$ cat src/rtl/systolic_ctrl.sv
// systolic_ctrl: sequencer for one DIM x DIM output-stationary MAC array.
// Clears accumulators, feeds skewed operands, flushes, then drains rows.
module systolic_ctrl #(
  parameter int BITS_AB = 8,
  parameter int BITS_C  = 16,
  parameter int DIM     = 8
) (
  input  logic                      clk,
  input  logic                      rst_n,
  input  logic                      start,
  output logic                      busy,
  output logic                      done,
  input  logic                      op_valid,
  output logic                      op_ready,
  input  logic [DIM*BITS_AB-1:0]    op_a,
  input  logic [DIM*BITS_AB-1:0]    op_b,
  output logic                      sa_en,
  output logic                      sa_WrEn,
  output logic [$clog2(DIM)-1:0]    sa_Crow,
  output logic [DIM*BITS_AB-1:0]    sa_A,
  output logic [DIM*BITS_AB-1:0]    sa_B,
  output logic [DIM*BITS_C-1:0]     sa_Cin,
  input  logic [DIM*BITS_C-1:0]     sa_Cout,
  output logic                      res_valid,
  input  logic                      res_ready,
  output logic [$clog2(DIM)-1:0]    res_row,
  output logic [DIM*BITS_C-1:0]     res_data
);

  localparam int RW = $clog2(DIM);
  localparam int CW = $clog2(2*DIM);
  localparam logic [CW-1:0] ROW_LAST   = CW'(DIM-1);
  localparam logic [CW-1:0] FLUSH_LAST = CW'(2*DIM-3);

  typedef enum logic [2:0] {
    IDLE,
    CLEAR,
    FEED,
    FLUSH,
    DRAIN
  } state_e;

  state_e        state_q, state_d;
  logic [CW-1:0] cnt_q, cnt_d;
  logic          done_q, done_d;
  logic          feed, flush, rowsel;

  always_ff @(posedge clk or negedge rst_n) begin
    if (!rst_n) begin
      state_q <= IDLE;
      cnt_q   <= '0;
      done_q  <= 1'b0;
    end else begin
      state_q <= state_d;
      cnt_q   <= cnt_d;
      done_q  <= done_d;
    end
  end

  always_comb begin
    state_d = state_q;
    cnt_d   = cnt_q;
    done_d  = 1'b0;
    unique case (state_q)
      IDLE: begin
        if (start) begin
          state_d = CLEAR;
          cnt_d   = '0;
        end
      end
      CLEAR: begin
        if (cnt_q == ROW_LAST) begin
          state_d = FEED;
          cnt_d   = '0;
        end else begin
          cnt_d = cnt_q + 1'b1;
        end
      end
      FEED: begin
        if (op_valid) begin
          if (cnt_q == ROW_LAST) begin
            state_d = FLUSH;
            cnt_d   = '0;
          end else begin
            cnt_d = cnt_q + 1'b1;
          end
        end
      end
      FLUSH: begin
        if (cnt_q == FLUSH_LAST) begin
          state_d = DRAIN;
          cnt_d   = '0;
        end else begin
          cnt_d = cnt_q + 1'b1;
        end
      end
      DRAIN: begin
        if (res_ready) begin
          if (cnt_q == ROW_LAST) begin
            state_d = IDLE;
            cnt_d   = '0;
            done_d  = 1'b1;
          end else begin
            cnt_d = cnt_q + 1'b1;
          end
        end
      end
      default: begin
        state_d = IDLE;
        cnt_d   = '0;
      end
    endcase
  end

  assign feed   = (state_q == FEED);
  assign flush  = (state_q == FLUSH);
  assign rowsel = (state_q == CLEAR) || (state_q == DRAIN);

  assign busy      = (state_q != IDLE);
  assign done      = done_q;
  assign op_ready  = feed;
  assign sa_en     = (feed & op_valid) | flush;
  assign sa_WrEn   = (state_q == CLEAR);
  assign sa_Crow   = rowsel ? cnt_q[RW-1:0] : '0;
  assign sa_Cin    = '0;
  assign res_valid = (state_q == DRAIN);
  assign res_row   = res_valid ? cnt_q[RW-1:0] : '0;
  assign res_data  = sa_Cout;

  // Lane g is delayed DIM-1-g array steps; zeros enter during FLUSH.
  for (genvar g = 0; g < DIM-1; g++) begin : g_skew
    localparam int DEP = DIM-1-g;
    logic [BITS_AB-1:0] a_q [DEP];
    logic [BITS_AB-1:0] b_q [DEP];

    always_ff @(posedge clk or negedge rst_n) begin
      if (!rst_n) begin
        for (int k = 0; k < DEP; k++) begin
          a_q[k] <= '0;
          b_q[k] <= '0;
        end
      end else if (sa_en) begin
        a_q[0] <= feed ? op_a[g*BITS_AB +: BITS_AB] : '0;
        b_q[0] <= feed ? op_b[g*BITS_AB +: BITS_AB] : '0;
        for (int k = 1; k < DEP; k++) begin
          a_q[k] <= a_q[k-1];
          b_q[k] <= b_q[k-1];
        end
      end
    end

    assign sa_A[g*BITS_AB +: BITS_AB] = (feed | flush) ? a_q[DEP-1] : '0;
    assign sa_B[g*BITS_AB +: BITS_AB] = (feed | flush) ? b_q[DEP-1] : '0;
  end

  assign sa_A[(DIM-1)*BITS_AB +: BITS_AB] =
    (feed & op_valid) ? op_a[(DIM-1)*BITS_AB +: BITS_AB] : '0;
  assign sa_B[(DIM-1)*BITS_AB +: BITS_AB] =
    (feed & op_valid) ? op_b[(DIM-1)*BITS_AB +: BITS_AB] : '0;

endmodule

$ cat config.mk
export PLATFORM = sky130hd
export DESIGN_NAME = systolic_ctrl
export DESIGN_NICKNAME = d
export VERILOG_FILES = /design/src/rtl/systolic_ctrl.sv
export SDC_FILE = /design/constraint.sdc
export NUM_CORES = 1
export LEC_CHECK = 0
export ABC_AREA = 1
export CAP_MARGIN = 10
export CORE_AREA = 2 2 252 254
export CTS_BUF_LIST = sky130_fd_sc_hd__clkbuf_8 sky130_fd_sc_hd__clkbuf_16
export CTS_CLUSTER_SIZE = 12
export DETAILED_ROUTE_END_ITERATION = 8
export DIE_AREA = 0 0 254 256
export GPL_TIMING_DRIVEN = 0
export PLACE_DENSITY = 0.74
export SLEW_MARGIN = 20
export SYNTH_ARGS = -nofsm -noshare
export SYNTH_HDL_FRONTEND = slang
export SYNTH_SLANG_ARGS = --single-unit
$ cat constraint.sdc
create_clock -name clk -period 1.41 [get_ports clk]
set_input_delay 0.2115 -clock clk [delete_from_list [all_inputs] [get_ports clk]]
set_output_delay 0.2115 -clock clk [all_outputs]
set_load 0.02 [all_outputs]
==> results of run 1 <==
how the worst max path moves through the flow:
stage	startpoint	endpoint	slack [ns]
5_1_grt	state_q[2]$_DFFE_PN0P_	sa_en	-0.83
2_1_floorplan	state_q[2]$_DFFE_PN0P_	g_skew[0].a_q[42]$_DFFE_PN0P_	-0.12
3_5_place_dp	state_q[2]$_DFFE_PN0P_	sa_B[43]	-1.54
6_report	state_q[2]$_DFFE_PN0P_	sa_B[26]	-0.77
4_1_cts	state_q[0]$_DFFE_PN0P_	sa_en	-0.76
3_3_place_gp	rst_n	g_skew[3].a_q[6]$_DFFE_PN0P_	-20.04
state kept, by name, summed over array words and instances (netlist names):
| name | cells |
|---|---|
| done | 1 |
| g_skew.a_q | 224 |
| cnt_q | 4 |
| g_skew.b_q | 224 |
| state_q | 3 |
cell usage after synthesis (all sizes together):
cell type,instances
nand3b,1
nor2,282
or2,1
nand2,241
nand3,127
a21oi,138
inv,340
clkbuf,52
o21ai,312
dfrtp,456
nor3,1
conb,1
buf,329
nand4,1
ha,2
worst max-delay path, delay by kind of cell (launching register included):
family | cells | cell delay [ns]
simple gates | 2 | 0.20
buf+inv | 4 | 0.67
flops | 1 | 0.47
where the power goes:
part	internal [W]	switching (W)	total (W)	leakage, nW
clock	0.00704	0.00522	0.0123	0.792
combinational	0.0168	0.0193	0.0361	8.71
sequential	0.0194	0.00303	0.0224	5.63
final cells by class:
| cell class | count | area, sq um | area share (%) |
|---|---|---|---|
| Buffer | 377 | 3640 | 11.3 |
| Clock buffer | 57 | 1340 | 4.17 |
| Clock inverter | 24 | 164 | 0.511 |
| Inverter | 340 | 1290 | 4.01 |
| Multi-Input combinational cell | 1234 | 7280 | 22.7 |
| Sequential cell | 456 | 11400 | 35.6 |
| Tap cell | 846 | 1060 | 3.30 |
| Timing Repair Buffer | 496 | 5900 | 18.4 |
metrics by stage:
| step | area (sq um) | setup slack (ns) | hold WS [ns] | util, % | TNS, ns |
|---|---|---|---|---|---|
| global placement | 26500 | -20.04 | 0.458 | 42.5 | -9589.12 |
| CTS | 30000 | -0.763 | -0.486 | 48.1 | -360.24 |
| finish | 32100 | -0.774 | -0.472 | 51.4 | -346.22 |
| floorplan | 21500 | -0.121 | -0.0841 | - | -57.39 |
| detailed placement | 26700 | -1.54 | 0.151 | 42.8 | -539.58 |
| global route | 32100 | -0.829 | -0.462 | 51.4 | -399.32 |
logic make-up after synthesis:
kind of cell / after synthesis
and+or+nand+nor: 654
AOI/OAI and AO/OA: 450
DFF: 456
buffers and inverters: 721
other: 1
adders and majority gates: 2
per-layer routing:
| layer | vias to the layer above | GRT usage, % |
|---|---|---|
| li1 | 8046 | - |
| met1 | 8195 | 23.0 |
| met2 | 420 | 30.3 |
| met3 | 82 | 3.58 |
| met4 | 6 | 5.29 |
| met5 | - | 0 |
cell usage in the layout (no fill, tap or decap), types with 66 or more instances in the layout:
cell             instances
buf_4                  334
nand2_1                150
nor2_1                 166
nand3_1                126
nor2_4                  80
o21ai_2                 66
a21oi_2                101
dfrtp_1                453
clkdlybuf4s50_1        259
conb_1                 128
o21ai_0                206
clkbuf_16               91
buf_6                  104
inv_1                  350
what timing repair did:
item                       4_1_cts  5_1_grt
buffers inserted                25       16
pin swaps                        4        2
gates cloned                    26       27
hold endpoints to repair       123       90
setup endpoints to repair      595      691
gates resized for setup       1028      468
==> metrics, run 1 <==
max-cap viol count 0; Compound-Gate Fraction of Synth Area about 13%; die area 65000 sq um; Synth top area share a little under three fifths; die span in y 256 um; post-synthesis mux area share 0%; Crit Path Class flop to primary output; setup violators final 610; gpl congestion 0.823; DR top layer met5; worst reg2reg path endpoint g_skew[2].b_q[5]$_DFFE_PN0P_; CTS H-tree lvls 2; share of layout cells above drive strength 1 a little over a third; Area Overhead vs Synth 54.8%; Worst Path Max Fanout 10; global-route wire length before repair 91800 um; Initial Utilization 33.2%; maximum vdd drop around 0.0011 V; Worst Hold Class primary input to asynchronous set/reset pin; CTS Root Cell clkbuf_16; sequential element share of the synthesized area 55.1%; Simple-Gate Fraction of Synth Area 12.8%; routed wl met3 ~3100 um; Power, Total 0.0708 W; origin of the critical flop-to-flop path state_q[2]$_DFFE_PN0P_; yosys warns 0; Rows 92; Vias 16.7k; Syn Std Cell Area 20700 sq um; TritonCTS clock tree done; # nets final between 3k and 4k; GRT Overall Usage 17.9%; reg2reg path depth 14; xor/xnor share of the synthesized area 0%; number of antenna-violating nets in the routed design 0; leakage between 15 and 20 nW; initial drt markers about 960; RSZ-0062 raised after global routing true; Post-Route WL 62500 um; area share of fa/ha/maj cells after synthesis 0.121%; max incr delay on CP about 0.47 ns; Wirelength per Cell ~16 um; CTS sink count 456; Critical Path RT 1.20 ns; Skew-Pair Late Insertion Delay 0.59 ns; fin cells 3830; Synth Register Bits 456; ratio of final minimum period to clock period 155%; dpl hpwl 40000 um; vias in the first global route about 16k; clock skew 0.0312 ns; cell accounting for the most synthesized area dfrtp_1; synth top area cells dfrtp_1 (55%), buf_4 (10%), o21ai_0 (7.5%), inv_1 (6.1%), nor2_1 (5.1%); # IOs 657; relative slew slack 49.4%; DR vias/cell 4.37; WHS -0.472 ns; DIE WIDTH 254 um; CTS Buf Count 48; # fillers 5471; Power per Cell Area 2210 nW/um^2; core area roughly 62000 sq um; Cell variety after synth 24; slowest CP cell dfrtp_2; worst-margin pin slew 0.757 ns; number of port buffers 399; initial antenna violation count 4; Hold Vio Cnt, Final 180; flop-to-flop setup slack -0.71 ns; DR WL met2 32300 um; Synth Instances between 2k and 2.5k; outcome finished with violations; global route total overflow 0; Hold-fix buffers, CTS 1; fin worst setup slack -0.774 ns; largest family of logic cells by synthesized area buffers and inverters; CP startpoint kind flop; largest net degree at the start of global routing 80; WP data arrival about 2 ns; First-pass DRT Iterations 5; Clk pin slew, worst setup/hold paths 0.06 ns; dpl cells between 3k and 4k; Metal-1 WL about 26000 um; Final Max Tran Viols 0; Antenna Cells 0; CP Capture Type primary output; failing checks negative hold slack, negative setup slack; Remaining DRCs 0; fin crit period 2.18 ns; Max clock buf depth 3; crit-path cells inv_4 -> nand2_8 -> clkbuf_16 -> buf_12 -> nor2_4 -> buf_6; Fmax 458 MHz; Avg Cell Area, Syn 9.07 sq um
No activity file was read; power rests on OpenSTA's default activity.
==> run 2, diff against run 1 <==
--- a/config.mk
+++ b/config.mk
@@ -12,8 +12,9 @@
 export CTS_CLUSTER_SIZE = 12
 export DETAILED_ROUTE_END_ITERATION = 8
 export DIE_AREA = 0 0 254 256
+export DONT_BUFFER_PORTS = 1
 export GPL_TIMING_DRIVEN = 0
-export PLACE_DENSITY = 0.74
+export PLACE_DENSITY = 0.6
 export SLEW_MARGIN = 20
 export SYNTH_ARGS = -nofsm -noshare
 export SYNTH_HDL_FRONTEND = slang
==> run 2 against run 1 <==
The flow still finishes with violations (negative hold slack, negative setup slack). Largest cell class unchanged. Fmax increased by 2.0%. Register-to-register slack got worse by 0.02 ns. Sequential power increased by 2%. Critical endpoint is now g_skew[1].a_q[31]$_DFFE_PN0P_. Largest power group unchanged.
==> metrics, run 2 (synthesis results as in run 1) <==
P_sw 0.0307 W (+11%); dpl cells 3257 (-11%); Fmax 467 MHz (+2.0%); switching share of power 39.5% (+0.57 points); # IOs 657 (unchanged); DR vias/cell 4.58 (+4.7%); origin of the critical flop-to-flop path state_q[2]$_DFFE_PN0P_; fin crit period 2.14 ns (-0.0437 ns); DIE WIDTH 254 um (unchanged); Critical Path RT 1.92 ns (+0.72 ns); dpl hpwl 38200 um (-4.6%); clock skew 0.0191 ns (-0.0121 ns); Initial Utilization 33.2% (unchanged); CTS Buf Count 49 (+2.1%); TritonCTS clock tree done; worst-margin pin slew 1.30 ns (+0.544 ns); number of port buffers 0 (-100%); max-cap viol count 0 (unchanged); reg2reg path depth 14 (unchanged); relative slew slack 13.3% (-36 points); crit-path cells nor2_4 -> nand2_4 -> inv_8 -> nand2_8 -> o21ai_4 -> buf_6 -> buf_6 -> buf_12 -> buf_12 -> buf_8 -> clkbuf_16 -> clkbuf_16 -> nand2_2 -> o21ai_1; worst reg2reg path endpoint g_skew[1].a_q[31]$_DFFE_PN0P_; Worst Path Max Fanout 6 (-4); Power per Cell Area 2440 nW/um^2 (+11%); # nets final 2992 (-7.0%); RSZ-0062 raised after global routing true; Sequential Power Share 29.5% (-2.2 points); max incr delay on CP 0.45 ns (-0.02 ns); leakage 14.6 nW (-3.2%); die area 65000 sq um (unchanged); vias in the first global route 17.2k (+4.8%); Max clock buf depth 3 (unchanged); P_int 0.0470 W (+8.8%); Final Max Tran Viols 0 (unchanged); final core utilization 51.1% (-0.36 points); commonest cells after routing, fill and taps aside dfrtp_1 (453), inv_1 (346), buf_4 (281), nor2_4 (186), o21ai_2 (155); initial drt markers 997 (+3.7%); flop-to-flop setup slack -0.73 ns (-0.02 ns); initial antenna violation count 1 (-3); CTS H-tree lvls 2 (unchanged); Worst Hold Class primary input to asynchronous set/reset pin; gpl congestion 0.884 (+7.3%); largest net degree at the start of global routing 457 (+470%); Clock power frac 16.6% (-0.7 points); CP startpoint kind flop; share of layout cells above drive strength 1 43.4% (+8.3 points); CP Capture Type flop; outcome finished with violations; fin worst setup slack -0.730 ns (+0.0437 ns); Post-Route WL 66900 um (+7.0%); commonest non-fill, non-tap cell in the layout dfrtp_1; setup violators final 594 (-2.6%); fin cells 3608 (-5.8%); Area Overhead vs Synth 53.8%; WHS -0.666 ns (-0.194 ns); Remaining DRCs 0 (unchanged); CTS Root Cell clkbuf_16; top flop regs g_skew.a_q: 224 flops, g_skew.b_q: 224 flops, cnt_q: 4 flops; Rows 92 (unchanged); WP data arrival 2.65 ns (+0.68 ns); ratio of final minimum period to clock period 152% (-3.1 points); Comb power frac 53.9% (+2.9 points); Hold-fix buffers, CTS 114 (+113); Power, Total 0.0777 W (+9.8%); slowest CP cell dfrtp_2; failing checks negative hold slack, negative setup slack; First-pass DRT Iterations 6 (+1); core area 62400 sq um (unchanged); CTS sink count 456 (unchanged); CP Launch Point state_q[2]$_DFFE_PN0P_; global-route wire length before repair 100000 um (+8.9%); Critical Path Sink g_skew[1].a_q[31]$_DFFE_PN0P_; total negative slack -353.68 ns (-7.46 ns); global route total overflow 0 (unchanged); die span in y 256 um (unchanged); GRT Overall Usage 19.7% (+1.9 points); Crit Path Class flop to flop; number of antenna-violating nets in the routed design 0 (unchanged); maximum vdd drop 0.00115 V (+4.8%); dpl ws -1.08 ns (+0.457 ns); Clk pin slew, worst setup/hold paths 0.06 ns (about the same); Skew-Pair Late Insertion Delay 0.59 ns (about the same); Hold Vio Cnt, Final 456 (+150%); Wirelength per Cell 18.5 um (+14%); Vias 16.5k (-1.4%)
-- run 2: final cells by class --
type / count / area (sq um)
tap: 846 / 1060
inverter: 340 / 1290
multi-input combinational: 1235 / 8460
fill: 5385 / 30500
buffer: 376 / 3940
sequential: 456 / 11400
antenna: 2 / 5.00
clock inverter: 16 / 125
clock buffer: 66 / 1480
timing repair buffer: 271 / 4080
-- run 2: metal layers --
layer	global-route usage [%]	vias to the layer above	share of wire, %	wire (um)
li1	-	7629	-	-
met3	3.15	118	4.5	3040
met2	34.4	491	52	34700
met1	24.5	8277	40	27000
met4	7.22	0	3.2	2170
met5	0	-	0	0
-- run 2: timing repair --
item,4_1_cts,5_1_grt
gates cloned,68,20
resized for setup,830,431
hold endpoints to repair,571,456
pin swaps,30,10
setup buffers,66,24
setup endpoints to repair,594,594
-- run 2: how the worst min path moves through the flow --
stage	to	cells after the start
after detailed placement	g_skew[5].a_q[2]$_DFFE_PN0P_	0
after global placement	g_skew[5].a_q[1]$_DFFE_PN0P_	0
after CTS	g_skew[5].a_q[2]$_DFFE_PN0P_	0
after global routing	g_skew[5].a_q[2]$_DFFE_PN0P_	0
final	g_skew[5].a_q[2]$_DFFE_PN0P_	0
after floorplan	cnt_q[0]$_DFFE_PN0P_	0
-- run 2: stage by stage --
step	cell area, sq um	hold slack, ns
after detailed placement	22600	-0.0773
after global routing	31900	-0.707
after global placement	22500	-0.0725
after CTS	30300	-0.709
after floorplan	21500	-0.0841
final	31900	-0.666
-- run 2: critical path: cells and delay by family (launching register included) --
family | cells | cell delay (ns)
AOI/OAI and AO/OA | 2 | 0.18
buffers and inverters | 8 | 1.06
and+or+nand+nor | 4 | 0.37
DFF | 1 | 0.45
-- run 2: power groups by stage --
stage,Combinational [W],Clock (W),Sequential [W]
3_3_place_gp,0.0210,0,0.0218
2_1_floorplan,0.0168,0,0.0213
6_report,0.0419,0.0129,0.0229
3_5_place_dp,0.0217,0,0.0220
4_1_cts,0.0375,0.0132,0.0221
5_1_grt,0.0449,0.0137,0.0236
==> run 3, diff against run 2 <==
--- a/config.mk
+++ b/config.mk
@@ -9,6 +9,7 @@
 export CAP_MARGIN = 10
 export CORE_AREA = 2 2 252 254
 export CTS_BUF_LIST = sky130_fd_sc_hd__clkbuf_8 sky130_fd_sc_hd__clkbuf_16
+export CTS_CLUSTER_DIAMETER = 30
 export CTS_CLUSTER_SIZE = 12
 export DETAILED_ROUTE_END_ITERATION = 8
 export DIE_AREA = 0 0 254 256
==> run 3 against run 2 <==
The run ends with negative hold slack, max-slew violations, negative setup slack left. Flip-flop and latch count unchanged. Final area about the same. Register-to-register slack gained 0.07 ns. Final cell count rose by 1.7%. Routed wire length is 2.7% lower. Clock skew up 0.0013 ns. Combinational power decreased by 14%. Setup slack got worse by 0.0041 ns.
==> metrics, run 3 (synthesis results as in run 1) <==
outcome finished with violations; failing checks negative hold slack, max-slew violations, negative setup slack; initial antenna violation count 1 (unchanged); GRT Overall Usage 19.0% (-0.73 points); fin cells 3668 (+1.7%); First-pass DRT Iterations 5 (-1); CTS H-tree lvls 3 (+1); Crit Path Class flop to primary output; commonest non-fill, non-tap cell in the layout dfrtp_1; vias in the first global route 17.2k (+0.012%); WP data arrival 1.93 ns (-0.72 ns); Post-Route WL 65100 um (-2.7%); DIE WIDTH 254 um (unchanged); P_sw 0.0299 W (-2.4%); Worst Path Max Fanout 5 (-1); Vias 16.6k (+0.61%); gpl congestion 0.884 (unchanged); clock skew 0.0204 ns (+0.00128 ns); total negative slack -328.13 ns (+25.56 ns); CTS sink count 456 (unchanged); P_int 0.0519 W (+10%); Critical Path RT 1.20 ns (-0.72 ns); Remaining DRCs 0 (unchanged); WHS -0.712 ns (-0.0461 ns); max-cap viol count 0 (unchanged); Rows 92 (unchanged); Wirelength per Cell 17.7 um (-4.3%); # nets final 3003 (+0.37%); global-route wire length before repair 96600 um (-3.4%); Hold Vio Cnt, Final 456 (unchanged); number of antenna-violating nets in the routed design 0 (unchanged); Sequential Power Share 27.0% (-2.5 points); RSZ-0062 raised after global routing true; CTS Buf Count 99 (+100%); share of layout cells above drive strength 1 36.7% (-6.7 points); Skew-Pair Late Insertion Delay 0.64 ns (+0.05 ns); Max clock buf depth 3 (unchanged); Power per Cell Area 2570 nW/um^2 (+5.5%); Area Overhead vs Synth 53.6% (about the same); dpl cells 3257 (unchanged); flop-to-flop setup slack -0.66 ns (+0.07 ns); dpl hpwl 38200 um (unchanged); largest net degree at the start of global routing 457 (unchanged); relative slew slack -44.5% (-58 points); Clock power frac 28.9% (+12 points); fin worst setup slack -0.734 ns (-0.00415 ns); # IOs 657 (unchanged); Comb power frac 44.2% (-9.7 points); die span in y 256 um (unchanged); maximum vdd drop 0.00144 V (+25%); Clk pin slew, worst setup/hold paths 0.04 ns (-0.02 ns); setup violators final 594 (unchanged); commonest cells after routing, fill and taps aside dfrtp_1 (453), inv_1 (350), buf_4 (282), nand2_1 (213), o21ai_0 (212); Fmax 466 MHz (-0.19%); CP Capture Type primary output; ratio of final minimum period to clock period 152% (+0.29 points); TritonCTS clock tree done; leakage 14.6 nW (-0.15%); CP startpoint kind flop; Hold-fix buffers, CTS 114 (unchanged); switching share of power 36.6% (-2.9 points); initial drt markers 780 (-22%); top flop regs g_skew.a_q: 224 flops, g_skew.b_q: 224 flops, cnt_q: 4 flops; worst-margin pin slew 2.17 ns (+0.867 ns); die area 65000 sq um (unchanged); number of port buffers 0 (unchanged); Final Max Tran Viols 247 (+247); dpl ws -1.08 ns (unchanged); global route total overflow 0 (unchanged); DR vias/cell 4.53 (-1.0%); origin of the critical flop-to-flop path state_q[2]$_DFFE_PN0P_; Initial Utilization 33.2% (unchanged); fin crit period 2.14 ns (+0.00415 ns); Worst Hold Class primary input to asynchronous set/reset pin; CTS Root Cell clkbuf_16; CP Launch Point state_q[2]$_DFFE_PN0P_; core area 62400 sq um (unchanged)
-- run 3: cell type report --
cell class                      count  area [sq um]
Sequential cell                   456         11400
Tap cell                          846          1060
Multi-Input combinational cell   1235          7420
Clock buffer                      118          2760
Inverter                          340          1290
Buffer                            379          3840
Clock inverter                     64           751
Timing Repair Buffer              229          3290
Fill cell                        5456         30600
Antenna cell                        1          2.50
-- run 3: per-stage QoR --
stage	area, sq um	utilization, %	total power [W]
finish	31800	51.0	0.0819
CTS	30300	48.6	0.0771
detailed placement	22600	36.1	0.0438
floorplan	21500	-	0.0382
global placement	22500	36.1	0.0428
global route	31800	51.0	0.0865
-- run 3: worst max-delay path, stage by stage (launching register included) --
cell	delay [ns]
dfrtp_2	0.45
nor2_4	0.14
nand2_4	0.09
inv_8	0.08
nand2_8	0.07
o21ai_4	0.10
buf_6	0.14
buf_12	0.10
buf_12	0.13
-- run 3: path summary, 6_finish.rpt --
kind                       cells past startpoint                      endpoint
setup / recovery                               8                         sa_en
hold reg to reg                                2  g_skew[0].a_q[4]$_DFFE_PN0P_
max in group asynchronous                      0  g_skew[3].b_q[8]$_DFFE_PN0P_
min in group clk                               5        state_q[0]$_DFFE_PN0P_
hold / removal                                 0  g_skew[5].a_q[2]$_DFFE_PN0P_
setup reg to reg                              13  g_skew[4].a_q[3]$_DFFE_PN0P_
-- run 3: metal layers --
| layer | vias up | global-route usage [%] | share of wire (%) |
|---|---|---|---|
| met5 | - | 0 | 0 |
| met1 | 8216 | 23.2 | 40 |
| met3 | 140 | 4.11 | 5.6 |
| met2 | 567 | 32.0 | 51 |
| li1 | 7693 | - | - |
| met4 | 0 | 8.64 | 3.4 |
-- run 3: repair_timing --
action                                 4_1_cts  5_1_grt
buffers inserted                            35       23
resized for setup                          538      249
pin swaps                                   16       33
setup endpoints to repair                  594      594
endpoints found under the hold margin      575      456
cloned                                      39       26
-- run 3: power groups by stage --
stage          sequential, W  combinational, W  clock, W
2_1_floorplan         0.0213            0.0168         0
6_report              0.0221            0.0361    0.0236
4_1_cts               0.0219            0.0313    0.0239
3_5_place_dp          0.0220            0.0217         0
3_3_place_gp          0.0218            0.0210         0
5_1_grt               0.0227            0.0391    0.0247
